==> config.mk <==
export PLATFORM = sky130hd
export DESIGN_NAME = mc_pc_ir_regs_flat
export DESIGN_NICKNAME = d
export VERILOG_FILES = /design/src/rtl/mc_pc_ir_regs_if.sv /design/src/rtl/mc_pc_ir_regs.sv /design/src/flat_wrapper.sv
export SDC_FILE = /design/constraint.sdc
export NUM_CORES = 1
export LEC_CHECK = 0
export CORE_ASPECT_RATIO = 1.4
export CORE_MARGIN = 2
export CORE_UTILIZATION = 39
export DETAILED_ROUTE_END_ITERATION = 16
export GPL_TIMING_DRIVEN = 0
export PLACE_DENSITY = 0.79
export RECOVER_POWER = 25
export SLEW_MARGIN = 20
export SYNTH_ARGS = -nofsm -noshare
export SYNTH_HDL_FRONTEND = slang
export SYNTH_SLANG_ARGS = --single-unit
export TNS_END_PERCENT = 20
==> constraint.sdc <==
create_clock -name clk -period 1.2 [get_ports clk]
set_input_delay 0.12 -clock clk [delete_from_list [all_inputs] [get_ports clk]]
set_output_delay 0.12 -clock clk [all_outputs]
set_load 0.02 [all_outputs]
==> src/rtl/mc_pc_ir_regs_if.sv <==
// Bus bundle between the multicycle controller/datapath and the PC/IR state registers.
// Optional perf counter signals appear only when PERF_CNT_EN is defined.
interface mc_pc_ir_regs_if #(
    parameter int unsigned DATA_W = 32
);
    logic              PCWrite;
    logic              PCWriteCond;
    logic              IRWrite;
    logic [1:0]        PCSource;
    logic              zero;
    logic [DATA_W-1:0] alu_result;
    logic [DATA_W-1:0] mem_rdata;
    logic [DATA_W-1:0] rf_rd1;
    logic [DATA_W-1:0] rf_rd2;

    logic [DATA_W-1:0] pc;
    logic [DATA_W-1:0] instr;
    logic [5:0]        opcode;
    logic [5:0]        func;
    logic [DATA_W-1:0] mdr;
    logic [DATA_W-1:0] a_reg;
    logic [DATA_W-1:0] b_reg;
    logic [DATA_W-1:0] alu_out;
    logic              pc_misaligned;
`ifdef PERF_CNT_EN
    logic [31:0]       cycle_cnt;
    logic [31:0]       instr_cnt;
`endif

    modport master (
        output PCWrite, PCWriteCond, IRWrite, PCSource, zero,
        output alu_result, mem_rdata, rf_rd1, rf_rd2,
`ifdef PERF_CNT_EN
        input  cycle_cnt, instr_cnt,
`endif
        input  pc, instr, opcode, func, mdr, a_reg, b_reg, alu_out, pc_misaligned
    );

    modport slave (
        input  PCWrite, PCWriteCond, IRWrite, PCSource, zero,
        input  alu_result, mem_rdata, rf_rd1, rf_rd2,
`ifdef PERF_CNT_EN
        output cycle_cnt, instr_cnt,
`endif
        output pc, instr, opcode, func, mdr, a_reg, b_reg, alu_out, pc_misaligned
    );
endinterface

==> src/rtl/mc_pc_ir_regs.sv <==
// Multicycle MIPS architectural state registers: PC, IR, MDR, A, B, ALUOut.
// Define PERF_CNT_EN to add free-running cycle_cnt and instr_cnt counters.
module mc_pc_ir_regs #(
    parameter logic [31:0] RESET_PC = 32'h0000_0000,
    parameter int unsigned DATA_W   = 32
) (
    input logic            clk,
    input logic            rst_n,
    mc_pc_ir_regs_if.slave bus
);
    typedef enum logic [1:0] {
        SRC_ALU    = 2'b00,
        SRC_ALUOUT = 2'b01,
        SRC_JUMP   = 2'b10,
        SRC_REG    = 2'b11
    } pc_src_e;

    logic              pc_en;
    logic [DATA_W-1:0] next_pc;

    assign pc_en = bus.PCWrite | (bus.PCWriteCond & bus.zero);

    always_comb begin
        next_pc = 'x;
        case (bus.PCSource)
            SRC_ALU:    next_pc = bus.alu_result;
            SRC_ALUOUT: next_pc = bus.alu_out;
            SRC_JUMP:   next_pc = {bus.pc[DATA_W-1:DATA_W-4], bus.instr[25:0], 2'b00};
            SRC_REG:    next_pc = bus.a_reg;
            default:    next_pc = 'x;
        endcase
    end

    always_ff @(posedge clk or negedge rst_n) begin
        if (!rst_n) begin
            bus.pc            <= RESET_PC;
            bus.instr         <= '0;
            bus.mdr           <= '0;
            bus.a_reg         <= '0;
            bus.b_reg         <= '0;
            bus.alu_out       <= '0;
            bus.pc_misaligned <= 1'b0;
        end else begin
            bus.mdr     <= bus.mem_rdata;
            bus.a_reg   <= bus.rf_rd1;
            bus.b_reg   <= bus.rf_rd2;
            bus.alu_out <= bus.alu_result;
            if (bus.IRWrite)
                bus.instr <= bus.mem_rdata;
            if (pc_en) begin
                bus.pc <= next_pc;
                // Misaligned targets are still loaded; the flag is sticky until reset.
                if (next_pc[1:0] != 2'b00)
                    bus.pc_misaligned <= 1'b1;
            end
        end
    end

    assign bus.opcode = bus.instr[31:26];
    assign bus.func   = bus.instr[5:0];

`ifdef PERF_CNT_EN
    logic [31:0] cycle_q;
    logic [31:0] instr_q;

    always_ff @(posedge clk or negedge rst_n) begin
        if (!rst_n) begin
            cycle_q <= '0;
            instr_q <= '0;
        end else begin
            cycle_q <= cycle_q + 32'd1;
            if (bus.IRWrite)
                instr_q <= instr_q + 32'd1;
        end
    end

    assign bus.cycle_cnt = cycle_q;
    assign bus.instr_cnt = instr_q;
`endif

    pc_src_known: assert property (@(posedge clk) disable iff (!rst_n)
        pc_en |-> !$isunknown(bus.PCSource));

endmodule
==> src/flat_wrapper.sv <==
// flat-port wrapper written by rule: the top's interface ports become plain ports
module mc_pc_ir_regs_flat 
#(
    parameter logic [31:0] RESET_PC = 32'h0000_0000,
    parameter int unsigned DATA_W   = 32
)
  (clk, rst_n, bus_PCWrite, bus_PCWriteCond, bus_IRWrite, bus_PCSource, bus_zero, bus_alu_result, bus_mem_rdata, bus_rf_rd1, bus_rf_rd2, bus_pc, bus_instr, bus_opcode, bus_func, bus_mdr, bus_a_reg, bus_b_reg, bus_alu_out, bus_pc_misaligned);
  mc_pc_ir_regs_if #(.DATA_W(DATA_W)) bus_i ();
  input logic clk;
  input logic rst_n;
  input wire logic [$bits(bus_i.PCWrite)-1:0] bus_PCWrite;
  input wire logic [$bits(bus_i.PCWriteCond)-1:0] bus_PCWriteCond;
  input wire logic [$bits(bus_i.IRWrite)-1:0] bus_IRWrite;
  input wire logic [$bits(bus_i.PCSource)-1:0] bus_PCSource;
  input wire logic [$bits(bus_i.zero)-1:0] bus_zero;
  input wire logic [$bits(bus_i.alu_result)-1:0] bus_alu_result;
  input wire logic [$bits(bus_i.mem_rdata)-1:0] bus_mem_rdata;
  input wire logic [$bits(bus_i.rf_rd1)-1:0] bus_rf_rd1;
  input wire logic [$bits(bus_i.rf_rd2)-1:0] bus_rf_rd2;
  output wire logic [$bits(bus_i.pc)-1:0] bus_pc;
  output wire logic [$bits(bus_i.instr)-1:0] bus_instr;
  output wire logic [$bits(bus_i.opcode)-1:0] bus_opcode;
  output wire logic [$bits(bus_i.func)-1:0] bus_func;
  output wire logic [$bits(bus_i.mdr)-1:0] bus_mdr;
  output wire logic [$bits(bus_i.a_reg)-1:0] bus_a_reg;
  output wire logic [$bits(bus_i.b_reg)-1:0] bus_b_reg;
  output wire logic [$bits(bus_i.alu_out)-1:0] bus_alu_out;
  output wire logic [$bits(bus_i.pc_misaligned)-1:0] bus_pc_misaligned;
  assign bus_i.PCWrite = bus_PCWrite;
  assign bus_i.PCWriteCond = bus_PCWriteCond;
  assign bus_i.IRWrite = bus_IRWrite;
  assign bus_i.PCSource = bus_PCSource;
  assign bus_i.zero = bus_zero;
  assign bus_i.alu_result = bus_alu_result;
  assign bus_i.mem_rdata = bus_mem_rdata;
  assign bus_i.rf_rd1 = bus_rf_rd1;
  assign bus_i.rf_rd2 = bus_rf_rd2;
  assign bus_pc = bus_i.pc;
  assign bus_instr = bus_i.instr;
  assign bus_opcode = bus_i.opcode;
  assign bus_func = bus_i.func;
  assign bus_mdr = bus_i.mdr;
  assign bus_a_reg = bus_i.a_reg;
  assign bus_b_reg = bus_i.b_reg;
  assign bus_alu_out = bus_i.alu_out;
  assign bus_pc_misaligned = bus_i.pc_misaligned;
  mc_pc_ir_regs #(.RESET_PC(RESET_PC), .DATA_W(DATA_W)) u_core (.clk(clk), .rst_n(rst_n), .bus(bus_i));
endmodule
# After elaboration in Yosys (flattened, before gate mapping)
# Cells that the tools add are included.
[totals]
regBits = 193
wordCells = 19
output_inout_bits = 205
in_bits = 136
[classes]
mux = 1
n_reduce_logical = 4
n_eq_ne = 3
bitwise_logic = 3
[op_table]
columns = ["op", "n"]
rows = [
  ["one-hot mux 32 bit (4 select lines)", 1],
  ["equality test 2 bit (second input constant)", 2],
  ["AND reduction 2 bit", 2],
  ["equality test 2 x 1 -> 1 bit (second input constant)", 1],
  ["logical NOT 2 bit", 1],
  ["nonzero test 2 bit", 1],
  ["AND 1 bit", 1],
  ["inverter 1 bit", 1],
  ["bitwise OR 1 bit", 1],
]

# Longest topological paths before layout
[logic_depth]
depth_word = 4
depth_mapped = 5
depth_no_buf = 3

# Least setup slack after synthesis
# No wires, ideal clock.
[synth_path]
path_kind = "register to register"
start = "register u_core.bus.instr[0]"
end = "register u_core.bus.pc[2]"
slack_ns = 0.018
arrival_ns = 1.065
path_buffers = 0
synth_period_minus_slack_ns = 1.182
stages_incl_launch_ff = 4
setup_time_ns = 0.117
required_time_ns = 1.083
path_cell_list = "dfrtp_1 > mux4_1 > nand2_1 > nand2_1"
[synth_via]
elab_chain_len = 1
[synth_lines]
columns = ["element", "line", "rtl"]
rows = [
  ["from (decl)", "mc_pc_ir_regs_if.sv:45", "output pc, instr, opcode, func, mdr, a_reg, b_reg, alu_out, pc_misaligned"],
  ["from (signal assigned)", "mc_pc_ir_regs.sv:49", "bus.instr <= bus.mem_rdata;"],
  ["one-hot mux 32 bit (4 select lines)", "mc_pc_ir_regs.sv:25", "case (bus.PCSource)"],
  ["to (signal assigned)", "mc_pc_ir_regs.sv:51", "bus.pc <= next_pc;"],
  ["to (decl)", "mc_pc_ir_regs_if.sv:45", ""],
]
# No other way between the ends.
# A chain may end at the register's enable or synchronous reset.

# Final worst setup path
[layout_path]
start = "register u_core.bus.instr[2]"
end = "register u_core.bus.pc[4]"
# Same word-level chain as after synthesis.

==> summary.txt <==
Critical path
  • CP endpoint kind: flop
  • Highest-delay cell along the critical path: dfrtp_1
  • Crit path max-delay family: flip-flops
  • Kind of critical path: reg -> reg
  • Critical path peak fanout: 3
  • Buffers plus inverters on the worst setup path: 1
  • Worst Path Arrival: ~1600 ps
  • CP required: 1510 ps
  • CP dominant cell by count: nand2_1
  • CP peak stage delay: 440 ps
  • Worst-path cell chain: buf_6, mux4_2, nand2_1, nand2_1
  • Startpoint Class: flop

Floorplan
  • Die width: 114 um
  • Placement row count: 56
  • Die Ht: between 150 and 200 um
  • Die ar.: 0.0179 mm2
  • I/O pins: 341
  • Core Footprint: 0.0166 mm2
  • Initial core utilization: between 30% and 40%

Routing
  • DRC viols: 0
  • Iter 0 DRT Violations: 216
  • Wire per inst: slightly above 20 um
  • Post-Route WL: 19.9 mm
  • Vias: 4741
  • DR vias/cell: 4.86
  • DR pass1 iterations: 4
  • Post-DRT Antenna Nets: 0

STA
  • Setup TNS: -438 ps
  • Fmax: 0.779 GHz
  • Max-slew headroom: 51.7%
  • Setup-failing EPs final: 11
  • Fin crit share: 107%
  • Fin. Hold Viols: between 90 and 100
  • Unrepaired setup endpoints after global routing: yes
  • Final worst slack: -83.3 ps
  • Worst Tran Pin Value: 724 ps
  • Min Tclk post-route: 1280 ps
  • Clk_skew: 8.56 ps
  • Max-slew violations: 0
  • Worst hold slack: -326 ps

GRT
  • Antenna violations before repair: 2
  • Largest net degree at the start of global routing: 101
  • Vias in the first global route: 5156
  • First-pass GRT wire length: 29.7 mm
  • Overflow after GRT: 0
  • Gr usage total: 22.3%

Cells and area
  • Layout cells sized above 1: about 43%
  • Reg area: 0.00483 mm2
  • Area Growth Syn to Fin: 55.1%
  • Final net count: 893
  • Area taken by multi-input logic gates: between 0.001 and 0.0015 mm2
  • Final core occ: 61.4%
  • Fill cell count: 1325

Synthesis
  • YS warnings: 0
  • Synth Area per Inst: approximately 17 um2
  • Mapped Area: roughly 0.0066 mm2
  • Top_reg_cell synth: dfrtp_1
  • Synth Net Count: between 500 and 600
  • EDFF count, synth: 0
  • Syn Inst Count: about 400
  • Ys async rst share: 100%
  • Sequential share of the synthesized area: 73.4%
  • Yosys reg bits: 193
  • Synth cell types: 21

Pwr
  • Final Power: between 0.015 and 0.02 W
  • PD cells: 1570 mW/mm2
  • Peak VDD IR: 1.17 mV
  • Pleak: ~4.8 nW

Clock tree
  • CTS Buf Count: 17
  • CTS tree: yes
  • H-tree levels: 4
  • Maximum root-to-sink buffer count: 2
  • Clk sinks: 193
  • Worst-path clk slew: roughly 70 ps
  • Worst-Skew Late Latency: 430 ps
  • CTS root buf: clkbuf_16

Status
  • Status: complete, but fails checks
  • Failing checks: hold timing, setup timing

Place
  • Port Buf Inserts: 338
  • Setup WS pre-CTS: -573 ps
  • Dpl hpwl: 15.2 mm
  • Final Wtd Congestion: 0.834

Run
  • Max cap viols: 0

Min path
  • Hold Crit Class: in -> async
layout make-up:
| type | count | area share [%] |
|---|---|---|
| Antenna cell | 3 | 0.0736 |
| Buffer | 30 | 2.71 |
| Clock buffer | 18 | 4.30 |
| Clock inverter | 14 | 1.94 |
| Multi-Input combinational cell | 171 | 14.7 |
| Sequential cell | 193 | 47.4 |
| Tap cell | 203 | 2.49 |
| Timing Repair Buffer | 344 | 26.4 |
worst reg2reg max path, cell delays in order, from the launching register on:
cell and delay (ps):
dfrtp_1 440, buf_6 140, mux4_2 440, nand2_1 80, nand2_1 70
per-stage QoR:
| step | instance area [um2] | instances |
|---|---|---|
| final | 10200 | 976 |
| after detailed placement | 10200 | 937 |
| after global routing | 10200 | 974 |
| after global placement | 10200 | 936 |
| after floorplan | 6580 | 395 |
| after CTS | 10500 | 974 |
per-layer routing:
layer	GRT usage, %	vias to the layer above	wire length, um	share of wire (%)
li1	-	2074	-	-
met1	24.9	2418	7080	36
met2	39.8	221	11000	55
met3	7.16	28	1410	7.1
met4	8.42	0	374	1.9
met5	0	-	0	0
timing repair:
action / 4_1_cts / 5_1_grt
endpoints found under the hold margin: 93 / 93
setup endpoints to repair: 237 / 70
pin swaps: 1 / 1
gates resized for setup: 801 / 57
setup buffers: 5 / 0
cells in the mapped netlist (2+ instances only):
library cell | instances | area (um2)
dfrtp_1 | 193 | 4830
nand3_1 | 4 | 20.0
mux4_1 | 8 | 210
mux2i_1 | 4 | 40.0
o31a_1 | 4 | 35.0
mux4_2 | 18 | 405
mux2_1 | 2 | 22.5
mux2_2 | 32 | 360
buf_12 | 2 | 40.0
a21oi_1 | 5 | 25.0
nand2_1 | 79 | 297
o221a_2 | 4 | 45.0
buf_4 | 16 | 120
nand2b_1 | 4 | 25.0
clkbuf_1 | 3 | 11.3
buf_2 | 9 | 45.0
nor2_1 | 4 | 15.0
placed cells by master (no fill, tap or decap), types with 4 or more instances in the layout:
master           netlist  routed
mux4_2                18      24
o31a_1                 4       4
mux2i_1                4       4
dfrtp_1              193     191
o221a_2                4       4
buf_4                 16       5
buf_6                  1      32
mux2_2                32      32
clkbuf_16              0      17
buf_2                  9     170
nand2_1               79      79
nand2b_1               4       4
dlygate4sd3_1          0     127
nor2_1                 4       4
clkdlybuf4s50_1        0       4
clkdlybuf4s15_2        0      27
nand3_1                4       4
a21oi_1                5       5
power by group:
group | total, W | internal, W | switching (W) | leakage [nW]
Combinational | 0.00276 | 0.00124 | 0.00151 | 2.24
Clock | 0.00602 | 0.00341 | 0.00260 | 0.301
Sequential | 0.00726 | 0.00698 | 0.000281 | 2.26
Total | 0.0160 | 0.0116 | 0.00440 | 4.80
kinds of logic (layout without fill, tap and decap cells):
group,Yosys count,in the layout,synth area share (%)
other cells,0,3,0
compound gates,16,16,1.92
simple gates,91,91,5.42
mux,64,64,15.8
flops,193,193,73.4
buf+inv,31,406,3.46
worst paths after layout:
path | start | to | slack (ps) | cells after the start
hold reg to reg | u_core.bus.pc[3]$_DFFE_PN0P_ | u_core.bus.pc[3]$_DFFE_PN0P_ | 460 | 2
setup reg to reg | u_core.bus.instr[2]$_DFFE_PN0P_ | u_core.bus.pc[4]$_DFFE_PN0P_ | -80 | 4
max in group asynchronous | rst_n | u_core.bus.alu_out[16]$_DFF_PN0_ | 620 | 2
min in group clk | bus_IRWrite | u_core.bus.instr[0]$_DFFE_PN0P_ | 160 | 2
hold / removal | rst_n | u_core.bus.mdr[24]$_DFF_PN0_ | -330 | 1
setup / recovery | u_core.bus.instr[2]$_DFFE_PN0P_ | u_core.bus.pc[4]$_DFFE_PN0P_ | -80 | 4
Power figures use the tool's default switching activity.
